## src/rtl/tag_fifo.sv

```systemverilog
// tag_fifo: free rename-tag pool, a circular FIFO preloaded with every tag.
// Allocation is first-word fall-through; CDB-returned tags are re-enqueued.
module tag_fifo #(
    parameter int TAG_W = 6
) (
    input  logic             clk,
    input  logic             rst,
    input  logic             alloc_req,
    output logic [TAG_W-1:0] alloc_tag,
    output logic             alloc_valid,
    output logic [TAG_W:0]   rst_wdata,
    output logic             rst_wen,
    input  logic             cdb_valid,
    input  logic [TAG_W-1:0] cdb_tag,
    output logic [TAG_W:0]   free_count,
    output logic             overflow,
    output logic             underflow
);
    localparam int DEPTH = 1 << TAG_W;

    logic [TAG_W-1:0] mem [DEPTH];
    logic [TAG_W:0]   rd_ptr;
    logic [TAG_W:0]   wr_ptr;
    logic             empty;
    logic             full;
    logic             pop;
    logic             push;

    assign empty = rd_ptr == wr_ptr;
    assign full  = (rd_ptr[TAG_W-1:0] == wr_ptr[TAG_W-1:0]) && (rd_ptr[TAG_W] != wr_ptr[TAG_W]);
    assign pop   = alloc_req & ~empty;
    // A pop frees the slot this edge, so a push at full is still accepted alongside it.
    assign push  = cdb_valid & (~full | pop);

    assign alloc_tag   = mem[rd_ptr[TAG_W-1:0]];
    assign alloc_valid = ~empty;
    assign rst_wen     = pop;
    assign rst_wdata   = {1'b1, alloc_tag};
    assign free_count  = wr_ptr - rd_ptr;

    always_ff @(posedge clk or posedge rst) begin
        if (rst) begin
            for (int i = 0; i < DEPTH; i++) mem[i] <= TAG_W'(i);
            rd_ptr    <= '0;
            wr_ptr    <= {1'b1, {TAG_W{1'b0}}};
            overflow  <= 1'b0;
            underflow <= 1'b0;
        end else begin
            if (push) mem[wr_ptr[TAG_W-1:0]] <= cdb_tag;
            if (push) wr_ptr <= wr_ptr + 1'b1;
            if (pop) rd_ptr <= rd_ptr + 1'b1;
            overflow  <= overflow | (cdb_valid & ~push);
            underflow <= underflow | (alloc_req & empty);
        end
    end
endmodule
```

## config.mk

```make
export PLATFORM = sky130hd
export DESIGN_NAME = tag_fifo
export DESIGN_NICKNAME = d
export VERILOG_FILES = /design/src/rtl/tag_fifo.sv
export SDC_FILE = /design/constraint.sdc
export NUM_CORES = 1
export LEC_CHECK = 0
export CAP_MARGIN = 20
export CORE_MARGIN = 1
export CORE_UTILIZATION = 35
export DETAILED_ROUTE_END_ITERATION = 16
export HOLD_SLACK_MARGIN = 0.08
export PLACE_DENSITY = 0.61
export SETUP_SLACK_MARGIN = 0.02
export SLEW_MARGIN = 20
export SYNTH_ARGS = -nofsm -noshare
export SYNTH_HDL_FRONTEND = slang
export SYNTH_SLANG_ARGS = --single-unit
```

## constraint.sdc

```tcl
create_clock -name clk -period 37.6 [get_ports clk]
set_input_delay 3.76 -clock clk [delete_from_list [all_inputs] [get_ports clk]]
set_output_delay 3.76 -clock clk [all_outputs]
set_load 0.02 [all_outputs]
```

== Word-level counts from Yosys, hierarchy flattened ==
Index checks and enable logic that the tools add are counted.
Storage, ports and cells
  register bits: 400
  output and inout bits: 24
  word-level logic and storage cells: 97
  bits of input ports: 10
Cells by class
  reductions and logical operators: 2
  bitwise gates (word level): 12
  magnitude comparators: 3
  multiplexer cells: 6
  equality and inequality tests: 3
  $add $sub $neg: 3
Operator list (number)
  384-bit bitwise mux: 1
  6-bit binary-select mux with 6-bit select: 1
  6-bit demux with 6-bit select: 1
  6-bit two-way mux: 3
  7-bit by 1-bit adder with 7-bit output, second input constant: 2
  7-bit greater-or-equal comparator, second input constant: 2
  6-bit NOT with 7-bit output: 2
  7-bit == test: 1
  7-bit by 1-bit < comparator with 1-bit output, second input constant: 1
  7-bit subtractor: 1
  6-bit == test: 1
  1-bit bitwise AND: 4
  1-bit NOT: 3
  1-bit bitwise OR: 3
  1-bit logical AND: 2
  1-bit != test: 1

== Depth between registers and ports, before layout ==
Gate-level depths: netlist of the first run.
  depth in word-level cells: 8
  depth in mapped cells: 12

== Least setup slack after synthesis of the first run ==
Ideal clock, no wire load.
  path kind: input to output
  start point: input port alloc_req
  end point: output port rst_wen
  arrival: 4.188 ns
  cell stages on the path: 2
  setup slack: 29.652 ns
  path through: nor2b_1 > clkbuf_1
On the way
  word-level cells in the longest chain between the ends: 1
RTL lines
  start: declaration: line 8  | input logic alloc_req,
  1-bit bitwise AND: line 31  | assign pop = alloc_req & ~empty;
  end: declaration: line 12  | output logic rst_wen,
Every way passes these cells.

== Worst setup path after layout of the first run ==
Ends and elaborated chain as after synthesis.

==> flow_metrics.py, run 1 <==
metrics = {
    "run_status": {
        "status": "finished, final reports clean",
    },
    "critical_path": {
        "cp_data_arrival_time_ps": 5750,
        "cp-startpoint": "alloc_req",
        "r2r.worst_path.cells": 8,
        "worstSetupPathType": "in -> out",
        "worst_setup_path_end_kind": "output port",
        "crit_end": "rst_wen",
        "worstReg2RegStart": "rd_ptr[3]",
        "critPathLaunchType": "input pin",
        "cp_max_fo": 6,
        "r2r-end": "mem[281]",
        "r2r_setup_slack_ps": 32700,
        "cp.required_ps": 33840,
    },
    "clock_network": {
        "clk_latency_ps": 560,
        "cts_root_buf": "clkbuf_16",
        "tritoncts": "done",
        "cts_hold_buf": 0,
        "clock_sinks": 400,
        "cts_setup_buffers": 0,
        "clk_pin_slew_worst_paths_ps": 60,
        "cts-resized-gates": 0,
        "cts_max_level": 2,
        "cts_buffers": 43,
        "clockBufferDepth": 3,
    },
    "sta": {
        "fmax_mhz": 105,
        "slew_viol_final": 0,
        "tightest_slew_ps": 1130,
        "slew_headroom": 0.244,
        "skew_ps": 16.8,
        "post-route-min-period_ps": 9510,
        "finalCritPeriodShare": 0.253,
        "setup_viol": 0,
        "rsz0062_at_grt": "false",
        "hold_violations": 0,
        "setup_tns_ps": 0,
    },
    "place": {
        "place_inst": 1942,
        "gp_congestion": 0.781,
        "port_buffers": 32,
        "dpl.hpwl_mm": 29.0,
    },
    "yosys": {
        "ys_types": 52,
        "syn_inst": 1296,
        "synth_top_area_frac": 0.268,
        "ys_async_sr_fraction": 1.00,
        "yosysWarnings": 0,
        "synth-edff-count": 0,
        "syn_nets": 1315,
        "synth_area_leader_cell": "dfrtp_1",
        "synth_common_cells": "mux2_2, dfrtp_1, dfstp_2",
        "avgSynthCellArea_um2": 14.9,
        "synth-main-ff-cell": "dfrtp_1",
        "synth.top_cells.by_area": "dfrtp_1, dfstp_2, mux2_2",
        "yosysMostFrequentCell": "mux2_2",
        "synth.ff_latch_count": 400,
        "ys_seq_area_frac": 0.530,
        "synthesis.area_um2": 19300,
    },
    "route": {
        "drc": 0,
        "final_antenna_net_count": 0,
        "wl_mm": 46.8,
        "drtIter0Drc": 793,
        "avgViaCountPerCell": 5.41,
        "firstDrtPassIters": 5,
        "route.detailed.wl_per_inst_um": 23.2,
        "vias": 10900,
    },
    "grt": {
        "grt.overflow.total": 0,
        "grt_pass1_vias": 11600,
        "grt_pass1_wl_mm": 73.6,
        "grt_util_all_layers": 0.172,
        "antenna_found_initial": 0,
        "grt_max_degree": 173,
    },
    "die": {
        "start_util": 0.357,
        "rows": 85,
        "ios": 34,
        "core_um2": 54200,
        "die_y_um": 237,
        "die_area_um2": 56200,
        "fp.dieW_um": 237,
    },
    "worst_hold_path": {
        "hp-class": "reg -> reg",
    },
    "pwr": {
        "vdd_ir_drop_max_mv": 0.0989,
        "power.leakage_nw": 9.31,
        "pwr_density_cell_nw_per_um2": 83.3,
    },
    "flow_run": {
        "maxCapViolations": 0,
    },
    "final_layout": {
        "nets": 1310,
        "fin_cells": 2021,
        "syn2layout_area_growth_pct": 11.2,
        "post-route-util": 0.397,
        "drive_gt1_frac": 0.577,
        "diodes": 0,
    },
}
## worst max-delay path, cell delays in order
cell and delay, ps:
clkdlybuf4s50_1 530, nor2b_1 610, clkdlybuf4s50_1 840
## sequential cells by signal (all words and copies together), names as in the netlist
register   cells
mem          384
overflow       1
rd_ptr         7
underflow      1
wr_ptr         7
## cells in the final DEF, fill, tap and decap left out, types with 11 or more instances in the layout
cell and n:
mux2_2 369, dfrtp_1 204, dfstp_2 193, mux2i_1 80
mux4_2 66, nor2_1 48, clkbuf_16 45, clkdlybuf4s50_1 26
nand2_1 20, a22oi_1 18, clkbuf_1 18, nand3_1 17
a21oi_1 17, nor2_8 16, o21ai_0 15, inv_1 14
a221oi_1 13, mux2_4 12, buf_4 12, xnor2_1 11
## kinds of logic after synthesis
kind of cell,after synthesis,synth area share
AND/OR/NAND/NOR,144,0.0525
other,1,0.000194
flip-flops,400,0.530
multiplexers,531,0.345
buffers and inverters,109,0.0276
adder cells (fa/ha/maj),9,0.00621
XOR/XNOR,17,0.00809
AO/OA/AOI/OAI,85,0.0306
## per-layer routing
layer / vias up / routed length [µm] / global-route usage
met4: 0 / 901 / 0.0413
met3: 71 / 2330 / 0.0307
li1: 4758 / - / -
met5: - / 0 / 0
met2: 245 / 20700 / 0.256
met1: 5862 / 22900 / 0.257
## cell type report
type                            count  area (µm²)
Sequential cell                   400       10300
Fill cell                        5028       32700
Clock inverter                      8        67.6
Tap cell                          696         871
Timing Repair Buffer               44         395
Multi-Input combinational cell    787        8550
Inverter                           15        63.8
Clock buffer                       71        1300
## per-stage QoR
stage / area (µm²) / power (mW) / worst slack (ps) / hold WS, ps
floorplan: 19300 / 1.18 / 23040 / 452
global placement: 20100 / 1.37 / 28110 / 443
detailed placement: 20100 / 1.38 / 28110 / 457
CTS: 21500 / 1.81 / 28110 / 475
global route: 21500 / 1.89 / 28040 / 488
finish: 21500 / 1.79 / 28090 / 463
## how the worst min path moves through the flow
stage	startpoint	end	slack (ps)	depth (start not counted)
finish	underflow	underflow	460	1
global route	overflow	overflow	490	1
floorplan	mem[299]	mem[299]	450	1
detailed placement	overflow	overflow	460	1
CTS	underflow	underflow	470	1
global placement	overflow	overflow	440	1
## where the power goes
| group | leakage [nW] | switching (mW) | internal [mW] | total (mW) |
|---|---|---|---|---|
| combinational | 3.92 | 0.342 | 0.322 | 0.664 |
| sequential | 4.72 | 0.103 | 0.611 | 0.714 |
| clock | 0.671 | 0.172 | 0.243 | 0.415 |
No activity file was read; power rests on OpenSTA's default activity.
==> inputs of run 2 (changes only) <==
--- a/config.mk
+++ b/config.mk
@@ -10,7 +10,7 @@
 export CORE_UTILIZATION = 35
 export DETAILED_ROUTE_END_ITERATION = 16
 export HOLD_SLACK_MARGIN = 0.08
-export PLACE_DENSITY = 0.61
+export PLACE_DENSITY = 0.63
 export SETUP_SLACK_MARGIN = 0.02
 export SLEW_MARGIN = 20
 export SYNTH_ARGS = -nofsm -noshare
==> constraint.sdc (replaced) <==
create_clock -name clk -period 8.6 [get_ports clk]
set_input_delay 0.86 -clock clk [delete_from_list [all_inputs] [get_ports clk]]
set_output_delay 0.86 -clock clk [all_outputs]
set_load 0.02 [all_outputs]
==> flow_metrics.py, run 2 (synthesis gave the netlist of run 1 again) <==
metrics = {
    "final_layout": {
        "design_area_um2": 21600,
        "final-seq-area_um2": 10300,
        "final_common_cell": "mux2_2",
        "post-route-util": 0.399,
        "largest-register": "mem",
        "fill_cells": 5008,
        "syn2layout_area_growth_pct": 11.8,
        "layout_common_cells": "mux2_2, dfrtp_1, dfstp_2, mux2i_1, mux4_2",
        "largest_reg_flops": 384,
        "nets": 1316,
        "drive_gt1_frac": 0.582,
        "multiInputGateArea_um2": 8550,
        "diodes": 0,
        "fin_cells": 2029,
        "reg_top3": "mem x384, rd_ptr x7, wr_ptr x7",
    },
    "sta": {
        "setup_tns_ps": 0,
        "slew_headroom": 0.265,
        "setup_viol": 0,
        "fmax_mhz": 190,
        "holdWs_ps": 473,
        "rsz0062_at_grt": "false",
        "slew_viol_final": 0,
        "post-route-min-period_ps": 5260,
        "hold_violations": 0,
        "fin_ws_ps": 3340,
        "skew_ps": 26.6,
        "tightest_slew_ps": 1100,
        "finalCritPeriodShare": 0.611,
    },
    "place": {
        "place_ws_ps": 3900,
        "place_inst": 1947,
        "dpl.hpwl_mm": 29.2,
        "gp_congestion": 0.816,
        "placed_area_um2": 20200,
        "port_buffers": 32,
    },
    "clock_network": {
        "cts_buffers": 44,
        "clk_latency_ps": 580,
        "cts_root_buf": "clkbuf_16",
        "cts-resized-gates": 0,
        "cts_max_level": 2,
        "clock_sinks": 400,
        "cts_setup_buffers": 0,
        "clockBufferDepth": 3,
        "clk_pin_slew_worst_paths_ps": 60,
        "cts_hold_buf": 0,
        "tritoncts": "done",
    },
    "worst_hold_path": {
        "hp-class": "reg -> reg",
    },
    "route": {
        "final_antenna_net_count": 0,
        "wl_mm": 47.2,
        "drc": 0,
        "drtIter0Drc": 825,
        "avgViaCountPerCell": 5.42,
        "vias": 11000,
        "firstDrtPassIters": 5,
        "route.detailed.wl_per_inst_um": 23.2,
    },
    "grt": {
        "grt_pass1_wl_mm": 73.2,
        "grt_util_all_layers": 0.173,
        "grt_pass1_vias": 11700,
        "antenna_found_initial": 1,
        "grt_max_degree": 179,
        "grt.overflow.total": 0,
    },
    "critical_path": {
        "worst_setup_path_end_kind": "output port",
        "r2r-end": "mem[87]",
        "r2r.worst_path.cells": 8,
        "cp-startpoint": "rd_ptr[0]",
        "worstSetupPathType": "reg -> out",
        "cp_max_fo": 60,
        "cp.required_ps": 7740,
        "critPathLaunchType": "flip-flop",
        "cp_data_arrival_time_ps": 4400,
        "r2r_setup_slack_ps": 4000,
        "crit_end": "rst_wdata[5]",
        "worstReg2RegStart": "rd_ptr[4]",
    },
    "die": {
        "rows": 85,
        "ios": 34,
        "core_um2": 54200,
        "die_y_um": 237,
        "start_util": 0.357,
        "fp.dieW_um": 237,
        "die_area_um2": 56200,
    },
    "pwr": {
        "finalPower_mw": 7.93,
        "vdd_ir_drop_max_mv": 0.276,
        "pwr_density_cell_nw_per_um2": 367,
        "power.leakage_nw": 9.37,
    },
    "run_status": {
        "status": "finished, final reports clean",
    },
    "flow_run": {
        "maxCapViolations": 0,
    },
}
[run 2: changes by cell type in the layout (fill, tap and decap cells not counted), moves of 3 or more]
cell / previous run / this run
buf_4: 12 / 16
clkbuf_1: 18 / 15
clkbuf_8: 8 / 12
inv_6: 0 / 3
[run 2: cell type report]
class                   count  share of cell area
clock inverters            10             0.00411
repair buffers             49              0.0206
flip-flops and latches    400               0.474
multi-input cells         787               0.396
inverters                  15             0.00278
well taps                 696              0.0403
clock buffers              72              0.0623
[run 2: worst max-delay path: stages, from the launching register on]
cell,delay (ps)
dfrtp_4,960
buf_4,930
mux2i_1,170
a221oi_1,480
o21ai_0,150
a21oi_1,180
a22o_1,210
clkdlybuf4s50_1,620
[run 2: routing by layer]
| metal | GRT usage | vias to the layer above | share of wire |
|---|---|---|---|
| met3 | 0.0396 | 81 | 0.053 |
| met5 | 0 | - | 0.00028 |
| met2 | 0.258 | 247 | 0.45 |
| met4 | 0.0514 | 2 | 0.025 |
| li1 | - | 4779 | - |
| met1 | 0.249 | 5898 | 0.48 |
[run 2: worst min-delay path by stage]
stage / start / endpoint / slack [ps] / cells past startpoint
after global routing: overflow / overflow / 490 / 1
after floorplan: mem[299] / mem[299] / 450 / 1
after global placement: overflow / overflow / 440 / 1
after detailed placement: overflow / overflow / 450 / 1
after CTS: overflow / overflow / 470 / 1
final: overflow / overflow / 470 / 1
[run 2: where the power goes]
part           leakage [nW]  internal, mW  switching (mW)  total [mW]
logic                  3.94          1.42            1.55        2.97
clock network         0.706          1.10           0.768        1.87
registers              4.72          2.67           0.418        3.09
total                  9.37          5.19            2.73        7.93
==> inputs of run 3 (changes only) <==
--- a/config.mk
+++ b/config.mk
@@ -10,7 +10,7 @@
 export CORE_UTILIZATION = 35
 export DETAILED_ROUTE_END_ITERATION = 16
 export HOLD_SLACK_MARGIN = 0.08
-export PLACE_DENSITY = 0.63
+export PLACE_DENSITY = 0.61
 export SETUP_SLACK_MARGIN = 0.02
 export SLEW_MARGIN = 20
 export SYNTH_ARGS = -nofsm -noshare
==> constraint.sdc (replaced) <==
create_clock -name clk -period 5 [get_ports clk]
set_input_delay 0.5 -clock clk [delete_from_list [all_inputs] [get_ports clk]]
set_output_delay 0.5 -clock clk [all_outputs]
set_load 0.02 [all_outputs]
==> flow_metrics.py, run 3 (synthesis gave the netlist of run 1 again) <==
metrics = {
    "critical_path": {
        "worstSetupPathType": "reg -> out",
        "critPathLaunchType": "flip-flop",
        "slowest_delay_ps": 780,
        "worst_setup_path_end_kind": "output port",
        "cp_max_fo": 33,
        "cp_num_buf_inv": 4,
        "r2r_setup_slack_ps": 980,
        "cp_cell_sequence": "buf_12 -> buf_4 -> buf_4 -> mux2i_1 -> a22oi_1 -> nand3_1 -> nand4_1 -> a311o_1 -> clkdlybuf4s50_1",
        "worst_path_dominant_cell_family": "buffers and inverters",
        "critical_path.slowest_cell": "dfrtp_4",
        "cp.required_ps": 4500,
        "cp_data_arrival_time_ps": 3960,
        "cp_common_cell": "buf_4",
    },
    "final_layout": {
        "reg_top3": "mem x384, rd_ptr x7, wr_ptr x7",
        "syn2layout_area_growth_pct": 12.2,
        "largest_reg_flops": 384,
        "largest-register": "mem",
        "final_common_cell": "mux2_2",
        "design_area_um2": 21700,
        "post-route-util": 0.400,
        "diodes": 0,
        "drive_gt1_frac": 0.586,
        "layout_common_cells": "mux2_2, dfrtp_1, dfstp_2, mux2i_1, mux4_2",
        "fill_cells": 4973,
        "nets": 1327,
    },
    "sta": {
        "hold_violations": 0,
        "tightest_slew_ps": 1020,
        "rsz0062_at_grt": "false",
        "fmax_mhz": 224,
        "slew_headroom": 0.318,
        "setup_viol": 0,
        "skew_ps": 27.0,
        "post-route-min-period_ps": 4460,
        "finalCritPeriodShare": 0.892,
        "slew_viol_final": 0,
    },
    "clock_network": {
        "cts_root_buf": "clkbuf_16",
        "cts_buffers": 42,
        "clk_pin_slew_worst_paths_ps": 60,
        "clockBufferDepth": 3,
        "clk_latency_ps": 570,
        "clock_sinks": 400,
        "cts_setup_buffers": 0,
        "tritoncts": "done",
        "cts_max_level": 2,
        "cts_hold_buf": 0,
        "cts-resized-gates": 0,
    },
    "place": {
        "placed_area_um2": 20300,
        "port_buffers": 32,
        "gp_congestion": 0.823,
        "dpl.hpwl_mm": 30.2,
    },
    "grt": {
        "grt_pass1_vias": 11900,
        "grt_max_degree": 122,
        "grt.overflow.total": 0,
        "grt_util_all_layers": 0.174,
        "grt_pass1_wl_mm": 74.6,
        "antenna_found_initial": 2,
    },
    "die": {
        "ios": 34,
        "start_util": 0.357,
        "die_y_um": 237,
        "fp.dieW_um": 237,
        "core_um2": 54200,
        "die_area_um2": 56200,
        "rows": 85,
    },
    "run_status": {
        "status": "finished, final reports clean",
    },
    "route": {
        "wl_met2_mm": 20.9,
        "avgViaCountPerCell": 5.38,
        "route.met3.wl_mm": 2.92,
        "route.detailed.wl_per_inst_um": 23.2,
        "routedLengthMet1_mm": 22.1,
        "final_antenna_net_count": 0,
        "drc": 0,
        "firstDrtPassIters": 5,
        "wl_mm": 47.2,
        "drtIter0Drc": 540,
        "routed.top_layer": "met5",
        "vias": 11000,
    },
    "pwr": {
        "vdd_ir_drop_max_mv": 0.629,
        "power.leakage_nw": 9.41,
        "pwr_density_cell_nw_per_um2": 629,
    },
    "flow_run": {
        "maxCapViolations": 0,
    },
    "worst_hold_path": {
        "hp-class": "in -> async",
    },
}
## run 3: cell types whose count changed in the layout (fill, tap and decap cells not counted), sizes merged
cell,change
clkinvlp,+1
buf,+13
bufinv,+1
clkinv,+3
clkbuf,-9
inv,-1
## run 3: worst reg2reg max path: cells and delay by family, from the launching register on
kind | cells | cell delay, ps
multiplexers | 1 | 400
adder cells (fa/ha/maj) | 1 | 450
AND/OR/NAND/NOR | 5 | 1460
buffers and inverters | 2 | 820
flip-flops | 1 | 750
## run 3: final timing paths
check                           from           end  depth (start not counted)
max                        rd_ptr[0]  rst_wdata[2]                          9
min                              rst       mem[37]                          2
max reg2reg                rd_ptr[4]      mem[184]                          9
min reg2reg                underflow     underflow                          1
max in group asynchronous        rst      mem[349]                          3
min in group clk           underflow     underflow                          1
## run 3: cell type report
type | instances | area, µm² | area share
repair buffers | 62 | 593 | 0.0273
flip-flops and latches | 400 | 10300 | 0.473
inverters | 15 | 60.1 | 0.00277
clock inverters | 14 | 140 | 0.00646
multi-input cells | 787 | 8550 | 0.394
clock buffers | 63 | 1220 | 0.0563
well taps | 696 | 871 | 0.0401
## run 3: per-stage QoR
step | setup slack [ps] | power [mW] | setup TNS, ps | hold WS (ps) | instances
6_report | 538 | 13.6 | 0 | 393 | 2037
4_1_cts | 510 | 13.8 | 0 | 402 | 2037
5_1_grt | 347 | 14.4 | 0 | 438 | 2037
2_1_floorplan | -728 | 8.86 | -150740 | 452 | 1296
3_3_place_gp | 1100 | 10.5 | 0 | 452 | 1960
3_5_place_dp | 1020 | 10.6 | 0 | 458 | 1960
## run 3: report_power, final
group | switching [mW] | total, mW | internal [mW]
registers | 0.695 | 5.29 | 4.59
logic | 2.73 | 5.24 | 2.50
clock network | 1.32 | 3.12 | 1.80
## run 3: routing by layer
metal / GRT usage / vias up
met4: 0.0497 / 4
met3: 0.0505 / 88
met1: 0.245 / 5832
met2: 0.260 / 229
met5: 0 / -
li1: - / 4805
==> variant: new RTL, settings of run 3 <==
Add an input register stage for `alloc_req`, `cdb_valid` and `cdb_tag`, with the module's reset; this delays them by one clock.
--- a/src/rtl/tag_fifo.sv
+++ b/src/rtl/tag_fifo.sv
@@ -18,6 +18,22 @@
 );
     localparam int DEPTH = 1 << TAG_W;
 
+    logic alloc_req_q;
+    logic cdb_valid_q;
+    logic [TAG_W-1:0] cdb_tag_q;
+
+    always_ff @(posedge clk or posedge rst) begin
+        if (rst) begin
+            alloc_req_q <= '0;
+            cdb_valid_q <= '0;
+            cdb_tag_q   <= '0;
+        end else begin
+            alloc_req_q <= alloc_req;
+            cdb_valid_q <= cdb_valid;
+            cdb_tag_q   <= cdb_tag;
+        end
+    end
+
     logic [TAG_W-1:0] mem [DEPTH];
     logic [TAG_W:0]   rd_ptr;
     logic [TAG_W:0]   wr_ptr;
@@ -28,9 +44,9 @@
 
     assign empty = rd_ptr == wr_ptr;
     assign full  = (rd_ptr[TAG_W-1:0] == wr_ptr[TAG_W-1:0]) && (rd_ptr[TAG_W] != wr_ptr[TAG_W]);
-    assign pop   = alloc_req & ~empty;
+    assign pop   = alloc_req_q & ~empty;
     // A pop frees the slot this edge, so a push at full is still accepted alongside it.
-    assign push  = cdb_valid & (~full | pop);
+    assign push  = cdb_valid_q & (~full | pop);
 
     assign alloc_tag   = mem[rd_ptr[TAG_W-1:0]];
     assign alloc_valid = ~empty;
@@ -46,11 +62,11 @@
             overflow  <= 1'b0;
             underflow <= 1'b0;
         end else begin
-            if (push) mem[wr_ptr[TAG_W-1:0]] <= cdb_tag;
+            if (push) mem[wr_ptr[TAG_W-1:0]] <= cdb_tag_q;
             if (push) wr_ptr <= wr_ptr + 1'b1;
             if (pop) rd_ptr <= rd_ptr + 1'b1;
-            overflow  <= overflow | (cdb_valid & ~push);
-            underflow <= underflow | (alloc_req & empty);
+            overflow  <= overflow | (cdb_valid_q & ~push);
+            underflow <= underflow | (alloc_req_q & empty);
         end
     end
 endmodule
Check against the original RTL: not equivalent (a bounded check fails within 4 cycles, from zero or initial values and one cycle with rst high).
==> variant against run 3 <==
Sequential cell count is 8 higher; highest routed layer is now met4; first-iteration DRC count is 50% higher; design area is 0.39% higher; setup slack worse by 160 ps; sequential share of layout area is 0.78 points higher; wire length is 0.20% lower; combinational power is 10% lower; synthesized area is 0.32% lower; sequential power is 0.9% higher; total power is 1.4% lower; utilization is 0.23 points higher.
==> variant: results (changes against run 3) <==
Logic synthesis
  • Sequential fraction of the synthesis area: 54.2% (+1.2 points)
  • Synth cell count leaders: 311 x mux2_2, 215 x dfrtp_1, 193 x dfstp_2, 84 x mux2_1, 80 x mux4_2
  • Top post-synthesis cells by area: dfrtp_1 28%, dfstp_2 26%, mux2_2 18%
  • Cells after Synth: 1305 (+0.69%)

Run status
  • Run status: completed

Drt
  • Detailed Route Iter0 Violations: 809 (+50%)
  • Via Count: 11042 (+0.77%)
  • DR WL/cell: 23.0 microns (-0.69%)
  • Vias/cell: 5.39 (+0.27%)

GRT
  • Total track usage: 17.4% (-0.057 points)
  • Largest net degree at the start of global routing: 161 (+32%)
  • Antenna violations before repair: 0 (-2)
  • First-pass GRT wire length: 74400 microns (-0.20%)

Cells and area
  • Share of layout cells above drive strength 1: 55.2% (-3.4 points)
  • # fillers: 4928 (-0.90%)

Place
  • GP Congestion: 0.835 (+1.5%)
  • Post-DP HPWL: 29600 microns (-1.9%)
  • Placed insts: 1961 (+0.051%)
  • Placed inst area: 0.0202 sq mm (-0.47%)

Worst setup path
  • Biggest cell delay along the critical path: 930 ps (+150 ps)
  • Worst EP arrival: 4120 ps (+160 ps)
  • Max FO, Critical Path: 37 (+12%)
  • R2R cell count: 8 (-1)

Timing
  • Layout Skew: 27.0 ps (+0.0336 ps)
  • Worst hold slack: 331 ps (-61.5 ps)
  • Relative slew slack: 24.7% (-7.1 points)

Power
  • LEAKAGE: 9.10 nW (-3.3%)

CTS
  • Number of buffers created by CTS: 47 (+12%)
## variant: stage by stage
step	setup slack (ps)	util, %
floorplan	-840	-
global placement	960	37.4
detailed placement	978	37.4
CTS	348	40.2
global route	129	40.2
finish	382	40.2
## variant: worst min-delay path by stage
stage / from / to / depth (start not counted)
6_report: rst / cdb_tag_q[5] / 2
5_1_grt: cdb_tag[4] / cdb_tag_q[4] / 1
4_1_cts: rst / cdb_tag_q[5] / 2
3_5_place_dp: overflow / overflow / 1
3_3_place_gp: overflow / overflow / 1
2_1_floorplan: mem[335] / mem[335] / 1
## variant: per-layer routing
| layer | GRT usage (%) | vias up | wire length [microns] |
|---|---|---|---|
| met5 | 0 | - | 0 |
| met3 | 3.59 | 70 | 2160 |
| li1 | - | 4808 | - |
| met4 | 4.35 | 0 | 923 |
| met1 | 24.0 | 5939 | 21600 |
| met2 | 27.8 | 225 | 22400 |
## variant: layout make-up
cell class / count / area [sq um] / area share [%]
clock inverters: 12 / 116 / 0.534
inverters: 14 / 56.3 / 0.259
well taps: 696 / 871 / 4.00
multi-input cells: 789 / 8330 / 38.2
repair buffers: 54 / 523 / 2.40
flip-flops and latches: 408 / 10500 / 48.1
clock buffers: 74 / 1420 / 6.52
## variant: cells by family (layout without fill, tap and decap cells)
family / Yosys count / in the layout / share of synthesized area [%]
compound gates: 71 / 71 / 2.58
xor+xnor: 17 / 17 / 0.811
fa+ha+maj: 9 / 9 / 0.623
buf+inv: 108 / 154 / 2.60
flops: 408 / 408 / 54.2
mux: 505 / 505 / 34.0
other cells: 1 / 1 / 0.0195
simple gates: 186 / 186 / 5.17
## variant: worst register-to-register path, delay by kind of cell (launching register included)
family,cells,cell delay [ps]
simple gates,5,2040
flops,1,700
fa+ha+maj,1,430
mux,1,370
buf+inv,1,300
## variant: power groups by stage
stage               sequential (mW)  clock (mW)  combinational [mW]
floorplan                      5.00           0                3.53
global placement               5.35           0                4.64
detailed placement             5.39           0                4.73
CTS                            5.34        3.50                4.75
global route                   5.50        3.63                5.00
finish                         5.34        3.40                4.71
